### src/rtl/usb_trace_arbiter.sv
// rtl/usb_trace_arbiter.sv - round-robin trace packet arbiter and FX2 EP6 slave FIFO serializer
module usb_trace_arbiter #(
    parameter int NUM_SRC    = 3,
    parameter int FLUSH_IDLE = 1024
) (
    input  logic                  mclk,
    input  logic                  reset,
    input  logic [NUM_SRC-1:0]    src_valid,
    input  logic [24*NUM_SRC-1:0] src_pkt,
    output logic [NUM_SRC-1:0]    src_ack,
    input  logic                  usb_flagb,
    output logic                  usb_ifclk,
    output logic [7:0]            usb_d,
    output logic                  usb_slwr,
    output logic                  usb_pktend,
    output logic                  busy,
    output logic                  stall
);

    localparam int PW = $clog2(NUM_SRC);
    localparam int CW = $clog2(FLUSH_IDLE);

    typedef enum logic [1:0] {IDLE, SEND, FLUSH} state_t;

    state_t        state;
    logic [PW-1:0] ptr;
    logic [CW-1:0] idle_cnt;
    logic          dirty;
    logic          gap;        // tick right after byte 2: re-arbitration slot, no grant
    logic [1:0]    idx;
    logic [15:0]   pkt_tail;   // bytes 1 and 2 of the packet being sent

    logic          tick;
    logic          usb_full;
    logic          grant_found;
    logic [PW-1:0] grant_idx;
    logic [PW-1:0] cand;
    logic [23:0]   grant_pkt;
    logic [7:0]    send_byte;

    // ticks are the mclk edges that take ifclk from 1 to 0
    assign tick      = usb_ifclk;
    assign usb_full  = ~usb_flagb;
    assign send_byte = (idx == 2'd1) ? pkt_tail[15:8] : pkt_tail[7:0];

    // round-robin search for the first valid source after the pointer
    always_comb begin
        grant_found = 1'b0;
        grant_idx   = '0;
        cand        = '0;
        for (int k = 1; k <= NUM_SRC; k++) begin
            cand = PW'((int'(ptr) + k) % NUM_SRC);
            if (!grant_found && src_valid[cand]) begin
                grant_found = 1'b1;
                grant_idx   = cand;
            end
        end
    end

    // mux out the granted source's packet
    always_comb begin
        grant_pkt = '0;
        for (int i = 0; i < NUM_SRC; i++) begin
            if (grant_idx == PW'(i)) begin
                grant_pkt = src_pkt[24*i +: 24];
            end
        end
    end

    // interface clock, arbitration FSM and registered FIFO-side outputs
    always_ff @(posedge mclk or posedge reset) begin
        if (reset) begin
            state      <= IDLE;
            ptr        <= '0;
            idle_cnt   <= '0;
            dirty      <= 1'b0;
            gap        <= 1'b0;
            idx        <= 2'd0;
            pkt_tail   <= '0;
            usb_ifclk  <= 1'b0;
            usb_d      <= 8'h00;
            usb_slwr   <= 1'b1;
            usb_pktend <= 1'b1;
            src_ack    <= '0;
            busy       <= 1'b0;
            stall      <= 1'b0;
        end else begin
            usb_ifclk <= ~usb_ifclk;
            src_ack   <= '0;
            if (tick) begin
                case (state)
                    IDLE: begin
                        gap <= 1'b0;
                        if (grant_found && !usb_full && !gap) begin
                            src_ack[grant_idx] <= 1'b1;
                            pkt_tail <= grant_pkt[15:0];
                            usb_d    <= grant_pkt[23:16];
                            usb_slwr <= 1'b0;
                            ptr      <= grant_idx;
                            dirty    <= 1'b1;
                            idle_cnt <= '0;
                            idx      <= 2'd1;
                            busy     <= 1'b1;
                            state    <= SEND;
                        end else begin
                            usb_slwr <= 1'b1;
                            busy     <= 1'b0;
                            stall    <= 1'b0;
                            if (dirty) begin
                                if (idle_cnt == CW'(FLUSH_IDLE - 1)) begin
                                    if (!usb_full) begin
                                        usb_pktend <= 1'b0;
                                        state      <= FLUSH;
                                    end
                                end else begin
                                    idle_cnt <= idle_cnt + 1'b1;
                                end
                            end
                        end
                    end
                    SEND: begin
                        // pending byte sits on the bus while full; strobe only when there is room
                        usb_d    <= send_byte;
                        usb_slwr <= usb_full;
                        stall    <= usb_full;
                        busy     <= 1'b1;
                        if (!usb_full) begin
                            if (idx == 2'd2) begin
                                gap   <= 1'b1;
                                state <= IDLE;
                            end else begin
                                idx <= 2'd2;
                            end
                        end
                    end
                    FLUSH: begin
                        usb_pktend <= 1'b1;
                        usb_slwr   <= 1'b1;
                        busy       <= 1'b0;
                        stall      <= 1'b0;
                        dirty      <= 1'b0;
                        idle_cnt   <= '0;
                        state      <= IDLE;
                    end
                    default: state <= IDLE;
                endcase
            end
        end
    end

endmodule

### config.mk
export PLATFORM = sky130hd
export DESIGN_NAME = usb_trace_arbiter
export DESIGN_NICKNAME = d
export VERILOG_FILES = /design/src/rtl/usb_trace_arbiter.sv
export SDC_FILE = /design/constraint.sdc
export NUM_CORES = 1
export LEC_CHECK = 0
export CAP_MARGIN = 20
export CORE_ASPECT_RATIO = 0.8
export CORE_MARGIN = 2
export CORE_UTILIZATION = 40
export DETAILED_ROUTE_END_ITERATION = 6
export PLACE_DENSITY = 0.74
export RECOVER_POWER = 100
export SYNTH_ARGS = -nofsm -noshare
export SYNTH_HDL_FRONTEND = slang
export SYNTH_SLANG_ARGS = --single-unit
### constraint.sdc
create_clock -name mclk -period 2.2 [get_ports mclk]
set_input_delay 0.33 -clock mclk [delete_from_list [all_inputs] [get_ports mclk]]
set_output_delay 0.33 -clock mclk [all_outputs]
set_load 0.02 [all_outputs]
* Word-level counts from Yosys, hierarchy flattened
Cells that the tools add are included.
** Storage, ports and cells
- Bits in registers :: 50
- Logic and storage cells :: 124
- Bits in latches :: 0
- Memories kept :: 0
- Memory bits (read-only) :: 0
- Bits of input ports :: 78
- Output and inout port bits :: 16
- Bits in writable memories :: 0
** Cells by class
- Bitwise operators :: 2
- Add/sub/neg operators :: 4
- Mux-type cells :: 54
- Multipliers :: 0
- Divide/modulo/power cells :: 3
- Equal/unequal tests :: 19
- Reduce and logical (&&, ||, !) cells :: 23
- Magnitude comparators :: 5
- Shift-type cells :: 0
** Operator list (count)
- 32-bit by 3-bit remainder unit with 32-bit output, second input constant :: 3
- 24-bit 2-to-1 mux :: 3
- 10-bit 2-to-1 mux :: 3
- 2-bit 2-to-1 mux :: 12
- 10-bit one-hot mux with 2 select lines :: 1
- 1-bit 2-to-1 mux :: 17
- 8-bit 2-to-1 mux :: 2
- 2-bit != test, second input constant :: 8
- 8-bit one-hot mux with 2 select lines :: 1
- 2-bit by 3-bit less-than comparator with 1-bit output, second input constant :: 4
- 3-bit != test, second input constant :: 4
- 3-bit AND reduction :: 4
- 6-bit AND reduction :: 2
- 10-bit by 1-bit adder with 10-bit output, second input constant :: 1
- 10-bit equality test, second input constant :: 1
- 3-bit 2-to-1 mux :: 3
- 1-bit one-hot mux with 3 select lines :: 3
- 2-bit one-hot mux with 2 select lines :: 2
- 4-bit AND reduction :: 2
- 2-bit by 2-bit adder with 3-bit output, second input constant :: 2
- 1-bit binary-select mux with 2-bit select :: 3
- 2-bit by 1-bit equality test with 1-bit output, second input constant :: 3
- 2-bit equality test, second input constant :: 3
- 1-bit one-hot mux with 2 select lines :: 3
- 11 further kinds :: 20

* Depth between registers and ports, before layout
Gate-level depths: netlist (run 1).
- Depth after elaboration :: 18
- Mapped depth :: 10
- Mapped depth without buffers :: 7

* Worst setup path before layout (run 1)
OpenSTA, ideal clock, no wires.
- Path type :: register to register
- Start point :: register ptr[0]
- End point :: register pkt_tail[1]
- Path buffers :: 1
- Arrival time :: 2214 ps
- Data required time :: 2069 ps
- Clock period less this slack :: 2345 ps
- Cell stages (with the launch flop) :: 9
- Path slack :: -145 ps
- Cell sequence :: dfrtp_1 inv_1 ha_1 or2_1 a32o_1 o41ai_4 buf_6 mux2i_1 o211ai_1
** Between the ends
- Word-level cells in the longest chain between the ends :: 15
- Elaborated cells between the ends (all ways) :: 31
- Those cells by class :: add/sub (3); div (3); eq/ne (2); mux (15); reduce/logical (8)
** Ends and longest elaborated chain
- from (decl) :: RTL line 26 : logic [PW-1:0] ptr;
- from (signal assigned) :: RTL line 99 : ptr <= grant_idx;
- 2-bit by 1-bit adder with 3-bit output :: RTL line 52 : cand = PW'((int'(ptr) + k) % NUM_SRC);
- 32-bit by 3-bit remainder unit with 32-bit output :: RTL line 52
- 1-bit binary-select mux with 2-bit select :: RTL line 53 : if (!grant_found && src_valid[cand]) begin
- 1-bit 2-to-1 mux (implied by the code) :: RTL line 53
- 1-bit 2-to-1 mux :: RTL line 53
- 1-bit zero test :: RTL line 53
- 1-bit logical AND :: RTL line 53
- 1-bit 2-to-1 mux :: RTL line 53
- 1-bit zero test :: RTL line 53
- 1-bit logical AND :: RTL line 53
- 2-bit 2-to-1 mux :: RTL line 53
- 2-bit zero test :: RTL line 64 : if (grant_idx == PW'(i)) begin
- 24-bit 2-to-1 mux (3 in series) :: RTL line 64
- to (signal assigned) :: RTL line 96 : pkt_tail <= grant_pkt[15:0];
- to (decl) :: RTL line 31 : logic [15:0] pkt_tail;
Parallel ways exist; a longest one is shown, timed or not. The select of a mux whose other input is x is not followed.
A chain may end at the register's enable or synchronous reset.

* Worst setup path after layout (run 1)
- Start point :: register ptr[1]
- End point :: register pkt_tail[5]
The elaborated chain is that of the path after synthesis.

==> impl_metrics.toml, run 1 <==
[run_status]
status = "finished with violations"
violations = "negative setup slack"

[synthesis]
ys_seq_area_share_pct = 38.6
synthesis.nets = 443
synth_compound_area_share_pct = 29.0
synthCells = 356
synthAdderAreaFrac_pct = 3.46
synth_flop_cell = "dfrtp_1"
synthTopCellsByArea = "dfrtp_1, nand2_1, a221oi_1"
synth.largest_area_cell = "dfrtp_1"
synth-edff-count = 0
ys_ff_latch = 50
synth.top_cell.area_share_pct = 36.9
synth.distinct_cells = 61
synth_mux_area_share_pct = 2.85
ys_async_sr_fraction_pct = 100
synth_xor_xnor_area_share_pct = 0
avgSynthCellArea_um2 = 9.13
syn-cell-area_mm2 = 0.00325
synth_warnings = 0
synth_top_family_by_area = "compound AO/OA/AOI/OAI gates"
synth_simple_gate_area_share_pct = 21.2

[layout]
fin_cells = 599
final_util_pct = 62.8
antenna_cells = 0
final_nets = 577
nFillCells = 683
ff_latch_area_mm2 = 0.00125
layout-drive-gt1-share_pct = 21.6
area_delta_synth_final_pct = 52.7
multi_input_area_mm2 = 0.00203

[job]
cap_violations = 0

[floorplan]
rows = 29
die-area_mm2 = 0.00887
coreArea_mm2 = 0.00791
initial_utilization_pct = 41.1
die_x_um = 105
ios = 94
chipHeight_um = 84.6

[timing]
final_hold_viol_count = 0
tns_ns = -1.77
grt_setup_unrepaired = "yes"
period_needed_ns = 2.35
max_freq_ghz = 0.425
finalCritPeriodShare_pct = 107
fin_hold_ws_ns = 0.464
slew_viol_final = 0
worst_slack_ns = -0.154
relSlewSlack_pct = 56.6
tightest_slew_ns = 0.650
skew_ns = 0.0156
setup_viol = 27

[placed_design]
gp_congestion = 0.852
dp.cells = 577
port_buffers = 93
dpl.hpwl_mm = 7.76

[power_and_ir_drop]
p_leak_uw = 0.00203
totalPowerFinal_uw = 6310
p_per_area_mw_per_mm2 = 1270
vdd_ir_drop_max_uv = 780

[clock_network]
cts_tree = "built"
cts_inserted_buffers = 5
cts-root-buf = "clkbuf_8"
insertion_delay_ns = 0.31
cts.path.max_buffers = 2
cts.htree.levels = 2
cts.clk_slew.worst_paths_ns = 0.10
clock_sinks = 50

[setup_path]
path_buf_inv = 2
crit_path_max_incr_delay_ns = 0.46
slowest_stage = "dfrtp_2"
path_max_fanout = 26
crit_required_ns = 2.43
crit_arrival_ns = 2.58
critPathKind = "flop to flop"
critPathLaunchType = "flop"
path_delay_family = "compound AO/OA/AOI/OAI gates"
crit_path_end_kind = "flop"
crit_chain = "buf_4, ha_4, nor4bb_2, o31a_1, a31o_1, buf_12, or2_2, o211ai_1"

[drt]
vias = 3467
drt_iter0_drc = 200
routed_wl_mm = 10.8
ant_nets = 0
drcViolationCount = 0
first_pass_iters = 5
avgViaCountPerCell = 5.79
drt-wirelength-per-cell_um = 18.0

[global_route]
grtUsageTotal_pct = 24.4
grt-ovfl-total = 0
grt_pass1_vias = 3289
grt_pass1_wl_mm = 17.3
antenna_found_initial = 0
grt_max_degree = 27

[min_path]
holdCritPathClass = "flop to flop"
-- logic make-up (layout without fill, tap and decap cells) --
| family | count (synthesis) | in the layout |
|---|---|---|
| AO/OA/AOI/OAI | 117 | 117 |
| buffers and inverters | 33 | 168 |
| adder cells (fa/ha/maj) | 9 | 9 |
| flip-flops | 50 | 50 |
| multiplexers | 9 | 9 |
| AND/OR/NAND/NOR | 138 | 138 |
-- area by class of cell --
class / count / area share, %
Tap cell: 108 / 2.72
Clock buffer: 6 / 1.46
Sequential cell: 50 / 25.3
Multi-Input combinational cell: 273 / 40.8
Clock inverter: 2 / 0.277
Inverter: 12 / 0.907
Timing Repair Buffer: 148 / 28.5
-- worst reg2reg max path, cell delays in order (launching register included) --
cell and delay, ns:
dfrtp_2 0.46, buf_4 0.16, ha_4 0.17, nor4bb_2 0.17, o31a_1 0.33, a31o_1 0.23, buf_12 0.17, or2_2 0.35
o211ai_1 0.23
-- through the flow --
stage	setup WS (ns)	area (µm²)
4_1_cts	-0.114	4840
2_1_floorplan	0.0211	3260
5_1_grt	-0.266	4970
3_5_place_dp	-0.163	4570
3_3_place_gp	-0.0814	4570
6_report	-0.154	4970
-- cell usage after synthesis (3+ instances only) --
library cell  instances
nand2_1              51
dfrtp_1              48
nand3_1              19
a21oi_1              16
o211ai_1             14
a221oi_1             13
nor2_1               13
nor2b_1              13
inv_1                12
buf_2                10
a21o_1                9
ha_1                  9
nor3_1                9
clkbuf_1              8
o21ai_0               8
mux2i_1               7
o21ai_1               7
or4_1                 7
a211oi_1              6
nand2b_1              6
o2bb2ai_1             6
a22oi_2               4
a311oi_2              4
and3_1                3
buf_6                 3
o22ai_1               3
-- placed cells by master (no fill, tap or decap), drive strengths merged, types with 3 or more instances in the layout --
| cell | instances |
|---|---|
| o211ai | 15 |
| a311oi | 6 |
| a22oi | 6 |
| nor2 | 14 |
| buf | 50 |
| clkbuf | 11 |
| clkdlybuf4s50 | 76 |
| ha | 9 |
| mux2i | 7 |
| nand2 | 51 |
| a31oi | 4 |
| a211oi | 6 |
| o41ai | 3 |
| o2bb2ai | 6 |
| and3 | 3 |
| nand3 | 19 |
| nand2b | 6 |
| a221oi | 13 |
| o22ai | 3 |
| a21oi | 16 |
| nor2b | 13 |
| dlygate4sd3 | 17 |
| a21o | 9 |
| nor3 | 9 |
| or2 | 4 |
| dfrtp | 48 |
| or4 | 7 |
| o21ai | 15 |
| a31o | 3 |
| inv | 12 |
-- sequential cells by signal, indices dropped and copies added, names as in the netlist --
signal / count
pkt_tail: 16
dirty: 1
idle_cnt: 10
src_ack: 3
usb_d: 8
stall: 1
gap: 1
idx: 2
state: 2
usb_ifclk: 1
ptr: 2
busy: 1
usb_slwr: 1
usb_pktend: 1
-- metal layers --
layer | up-vias | track usage [%] | part of all wire [%]
li1 | 1617 | - | -
met1 | 1699 | 36.0 | 45
met2 | 133 | 37.1 | 46
met3 | 18 | 4.66 | 6.8
met4 | 0 | 5.82 | 1.4
met5 | - | 0 | 0
-- final timing paths --
| kind | start | end | slack, ns | cells after the start |
|---|---|---|---|---|
| min in group asynchronous | reset | state[1] | 0.51 | 2 |
| max in group asynchronous | reset | ptr[1] | 0.72 | 3 |
| worst min register to register | usb_slwr | usb_slwr | 0.46 | 2 |
| worst max register to register | ptr[1] | pkt_tail[5] | -0.15 | 8 |
| worst max-delay path | ptr[1] | pkt_tail[5] | -0.15 | 8 |
| worst min-delay path | usb_slwr | usb_slwr | 0.46 | 2 |
-- power by group --
group	leakage [µW]	internal, µW	switching [µW]
combinational	0.00140	2000	2190
clock	0.0000452	226	338
sequential	0.000589	1290	261
-- what timing repair did --
item / in CTS / in global routing
pin swaps: 6 / 5
gates cloned: 1 / 0
hold buffers: 0 / 0
hold endpoints to repair: 0 / 0
setup buffers: 6 / 7
endpoints found under the setup margin: 44 / 44
resized for setup: 22 / 23
Note: power is estimated with default switching activity, not from simulation.
==> run 2, diff against run 1 <==
- CORE_MARGIN: 2 -> unset
==> run 2 against run 1 <==
  * Worst setup slack improved by 0.00093 ns
  * Routed wire length fell by 4.5%
  * Fmax barely moved
  * Clock power rose by 5.0%
  * Power rose by 2.5%
  * Core utilization rose by 0.74 points
  * Final area rose by 1.2%
  * Largest cell class unchanged
  * First-iteration DRC count rose by 5.0%
  * The run ends with design-rule violations, negative setup slack left
  * Clock skew fell by 0.0017 ns
  * Sequential share of layout area fell by 0.30 points
==> impl_metrics.toml, run 2 (synthesis results as in run 1) <==
[power_and_ir_drop]
p_per_area_mw_per_mm2 = 1290
totalPowerFinal_uw = 6460
p_leak_uw = 0.00207
vdd_ir_drop_max_uv = 693

[clock_network]
cts-root-buf = "clkbuf_8"
cts_tree = "built"
cts.path.max_buffers = 2
cts.clk_slew.worst_paths_ns = 0.11
clock_sinks = 50
cts_inserted_buffers = 5
cts_hold_buf = 0
cts.htree.levels = 2
insertion_delay_ns = 0.32

[global_route]
grt_pass1_vias = 3057
grtUsageTotal_pct = 23.9
grt_pass1_wl_mm = 15.5
grt-ovfl-total = 0
grt_max_degree = 51
antenna_found_initial = 0

[layout]
layout_commonest_cell = "clkdlybuf4s50_1"
layout-drive-gt1-share_pct = 22.2
multi_input_area_mm2 = 0.00200
area_delta_synth_final_pct = 54.5
largest_register_ffs = 16
fin_area_mm2 = 0.00502
antenna_cells = 0
reg_top3 = "pkt_tail (16), idle_cnt (10), usb_d (8)"
final_nets = 581
ff_latch_area_mm2 = 0.00125
top_register = "pkt_tail"
layout_common_cells = "clkdlybuf4s50_1, nand2_1, dfrtp_1"
nFillCells = 663
final_util_pct = 63.5

[floorplan]
die-area_mm2 = 0.00850
rows = 29
ios = 94
coreArea_mm2 = 0.00791
die_x_um = 103
chipHeight_um = 82.6
initial_utilization_pct = 41.1

[min_path]
holdCritPathClass = "flop to flop"

[drt]
drt-wirelength-per-cell_um = 17.1
avgViaCountPerCell = 5.64
routed_wl_mm = 10.3
vias = 3400
drcViolationCount = 2
drt_iter0_drc = 210
first_pass_iters = 7
ant_nets = 0

[timing]
relSlewSlack_pct = 15.0
tightest_slew_ns = 1.27
skew_ns = 0.0139
worst_slack_ns = -0.153
slew_viol_final = 0
finalCritPeriodShare_pct = 107
period_needed_ns = 2.35
grt_setup_unrepaired = "yes"
max_freq_ghz = 0.425
setup_viol = 30
final_hold_viol_count = 0

[placed_design]
gp_congestion = 0.902
port_buffers = 93
dpl.hpwl_mm = 7.56
dpl_cell_area_mm2 = 0.00462

[run_status]
status = "finished with violations"
violations = "design-rule violations, negative setup slack"

[setup_path]
critPathLaunchType = "flop"
path_max_fanout = 7
crit_required_ns = 2.41
crit_arrival_ns = 2.56
critPathKind = "flop to flop"
crit_path_end_kind = "flop"

[job]
cap_violations = 0
==> run 2: power breakdown <==
group | total (µW) | leakage [µW] | switching, µW | internal (µW)
Clock | 592 | 0.0000502 | 355 | 237
Combinational | 4320 | 0.00144 | 2180 | 2140
Sequential | 1550 | 0.000589 | 262 | 1290
==> run 2: final cells by class <==
class | instances | area share (%)
clock buffer | 5 | 1.37
sequential | 50 | 25.0
clock inverter | 3 | 0.573
multi-input combinational | 273 | 39.7
tap | 108 | 2.69
timing repair buffer | 152 | 29.8
inverter | 12 | 0.896
==> run 2: per-stage QoR <==
step                TNS [ns]  worst slack (ns)  hold slack [ns]  instances
floorplan                  0            0.0211            0.454        356
global route           -5.00            -0.298            0.489        603
finish                 -1.58            -0.153            0.465        603
global placement       -2.32            -0.145            0.446        582
detailed placement     -5.40            -0.246            0.462        582
CTS                   -0.923           -0.0791            0.372        601
==> run 2: final timing paths <==
check                          from      endpoint  slack (ns)  cells after the start
hold reg to reg            usb_slwr      usb_slwr        0.47                      2
setup reg to reg             ptr[1]  pkt_tail[15]       -0.15                     10
min in group asynchronous     reset        ptr[0]        0.86                      3
max in group asynchronous     reset        ptr[1]        0.51                      3
hold / removal             usb_slwr      usb_slwr        0.47                      2
setup / recovery             ptr[1]  pkt_tail[15]       -0.15                     10
==> run 2: worst max-delay path, cell delays in order (launching register included) <==
cell       delay, ns
dfrtp_2         0.46
ha_4            0.32
nor2b_2         0.19
o21a_1          0.22
o41ai_4         0.10
buf_6           0.14
buf_12          0.13
buf_12          0.12
buf_16          0.12
a221oi_1        0.35
o2bb2ai_1       0.11
==> run 2: repair_timing <==
item,CTS,global route
setup endpoints to repair,39,41
resized for setup,28,5
setup buffers,8,2
gates cloned,3,0
pin swaps,8,1
==> run 2: per-layer routing <==
| metal | global-route usage [%] | wire, µm |
|---|---|---|
| met5 | 0 | 0 |
| met4 | 6.06 | 162 |
| met3 | 3.70 | 691 |
| met2 | 37.0 | 4720 |
| met1 | 34.6 | 4740 |
==> run 3, diff against run 2 <==
- CTS_CLUSTER_DIAMETER: unset -> 100
- CTS_CLUSTER_SIZE: unset -> 28
- clock period: 2.2 -> 2 ns (I/O delays scaled with it)
==> run 3 against run 2 <==
  * The run still ends with design-rule violations, negative setup slack left
  * Worst hold slack worse by 0.0047 ns
  * Largest power group unchanged
  * Non-clock buffer count increased by 21
  * Core utilization is 5.0 points higher
  * Power is 24% higher
  * Die area unchanged
  * Routed wire length rose by 12%
  * Combinational power grew 27%
  * Critical path depth fell by 1
  * Global-route usage is 2.1 points higher
  * Clock power is 34% higher
  * First-iteration DRC count is 39% higher
  * Fmax is 0.43% lower
==> impl_metrics.toml, run 3 (synthesis results as in run 1) <==
[run_status]
status = "finished with violations"
violations = "design-rule violations, negative setup slack"

[layout]
layout-drive-gt1-share_pct = 31.9
layout_commonest_cell = "clkdlybuf4s50_1"
antenna_cells = 0
top_register = "pkt_tail"
area_delta_synth_final_pct = 66.7
reg_top3 = "pkt_tail (16), idle_cnt (10), usb_d (8)"
layout_common_cells = "clkdlybuf4s50_1, buf_4, nand2_1"
largest_register_ffs = 16
final_nets = 603

[clock_network]
cts_tree = "built"
cts-root-buf = "clkbuf_8"
cts_hold_buf = 0
cts.htree.levels = 2
cts_inserted_buffers = 5
cts.clk_slew.worst_paths_ns = 0.11
cts.path.max_buffers = 2
clock_sinks = 50
insertion_delay_ns = 0.31

[drt]
first_pass_iters = 7
drt_iter0_drc = 292
avgViaCountPerCell = 5.82
drcViolationCount = 2
routed_wl_mm = 11.6
vias = 3635
drt-wirelength-per-cell_um = 18.5
ant_nets = 0

[setup_path]
critPathKind = "flop to flop"
crit_path_end_kind = "flop"
critPathLaunchType = "flop"
crit_arrival_ns = 2.58
path_max_fanout = 12
crit_required_ns = 2.21
r2r_slack_ns = -0.36

[global_route]
globalRouteMet2Util_pct = 41.4
grtUsageTotal_pct = 26.0
busiest_layer = "met2"
antenna_found_initial = 0
use_met1_pct = 35.8
use_met3_pct = 5.13
grt_pass1_wl_mm = 16.9
grt-ovfl-total = 0
grt_pass1_vias = 3438
grt_max_degree = 51

[timing]
period_needed_ns = 2.36
grt_setup_unrepaired = "yes"
tns_ns = -11.51
skew_ns = 0.0180
finalCritPeriodShare_pct = 118
relSlewSlack_pct = 14.7
final_hold_viol_count = 0
slew_viol_final = 0
setup_viol = 49
worst_slack_ns = -0.363
tightest_slew_ns = 1.28
max_freq_ghz = 0.423

[floorplan]
chipHeight_um = 82.6
ios = 94
rows = 29
die-area_mm2 = 0.00850
initial_utilization_pct = 41.1
die_x_um = 103
coreArea_mm2 = 0.00791

[power_and_ir_drop]
p_per_area_mw_per_mm2 = 1480
vdd_ir_drop_max_uv = 857
p_leak_uw = 0.00225

[placed_design]
dpl.hpwl_mm = 7.49
gp_congestion = 0.867
port_buffers = 93
preCtsSetupSlack_ns = -0.433

[min_path]
holdCritPathClass = "flop to flop"

[job]
cap_violations = 0
-- run 3: cell count changes in the layout (fill, tap and decap cells not counted), sizes merged --
cell,previous run,this run
bufinv,0,1
buf,56,78
clkinv,3,1
a31o,3,4
-- run 3: metrics by stage --
step           util, %  total power [µW]  cell area (µm²)  hold slack [ns]  std cells
3_3_place_gp      60.1              5790             4760            0.442        599
4_1_cts           67.1              7580             5310            0.348        622
5_1_grt           68.5              8460             5420            0.492        625
2_1_floorplan        -              4280             3310            0.424        356
3_5_place_dp      60.1              5910             4760            0.450        599
6_report          68.5              8000             5420            0.461        625
-- run 3: worst paths after layout --
check | cells after the start | from | to
worst min-delay path | 2 | usb_slwr | usb_slwr
worst min register to register | 2 | usb_slwr | usb_slwr
min in group asynchronous | 3 | reset | idle_cnt[6]
worst max-delay path | 9 | ptr[0] | usb_d[2]
worst max register to register | 9 | ptr[0] | usb_d[2]
max in group asynchronous | 3 | reset | ptr[1]
-- run 3: report_power, final --
part / total (µW) / switching [µW] / internal [µW]
clock network: 796 / 384 / 413
logic: 5490 / 2780 / 2710
registers: 1720 / 302 / 1420
-- run 3: timing repair --
action,4_1_cts,5_1_grt
cloned,3,1
resized for setup,63,23
setup buffers,13,4
pin swaps,21,11
endpoints found under the setup margin,48,48
-- run 3: routing by layer --
layer	part of all wire [%]	wire (µm)
met1	44	5080
met2	48	5500
met3	6.7	771
met4	1.9	214
met5	0	0
-- run 3: cell type report --
cell class / instances / area, µm²
fill: 591 / 2490
multi-input combinational: 274 / 2210
timing repair buffer: 173 / 1660
tap: 108 / 135
inverter: 12 / 45.0
clock buffer: 6 / 82.6
clock inverter: 2 / 38.8
sequential: 50 / 1250
-- run 3: critical path, stage by stage, from the launching register on --
cell and delay (ns):
dfrtp_1 0.42, inv_2 0.11, ha_4 0.23, or2_4 0.25, a32o_2 0.28, o41ai_4 0.23
buf_6 0.16, buf_12 0.15, a22oi_2 0.12, a311oi_2 0.30
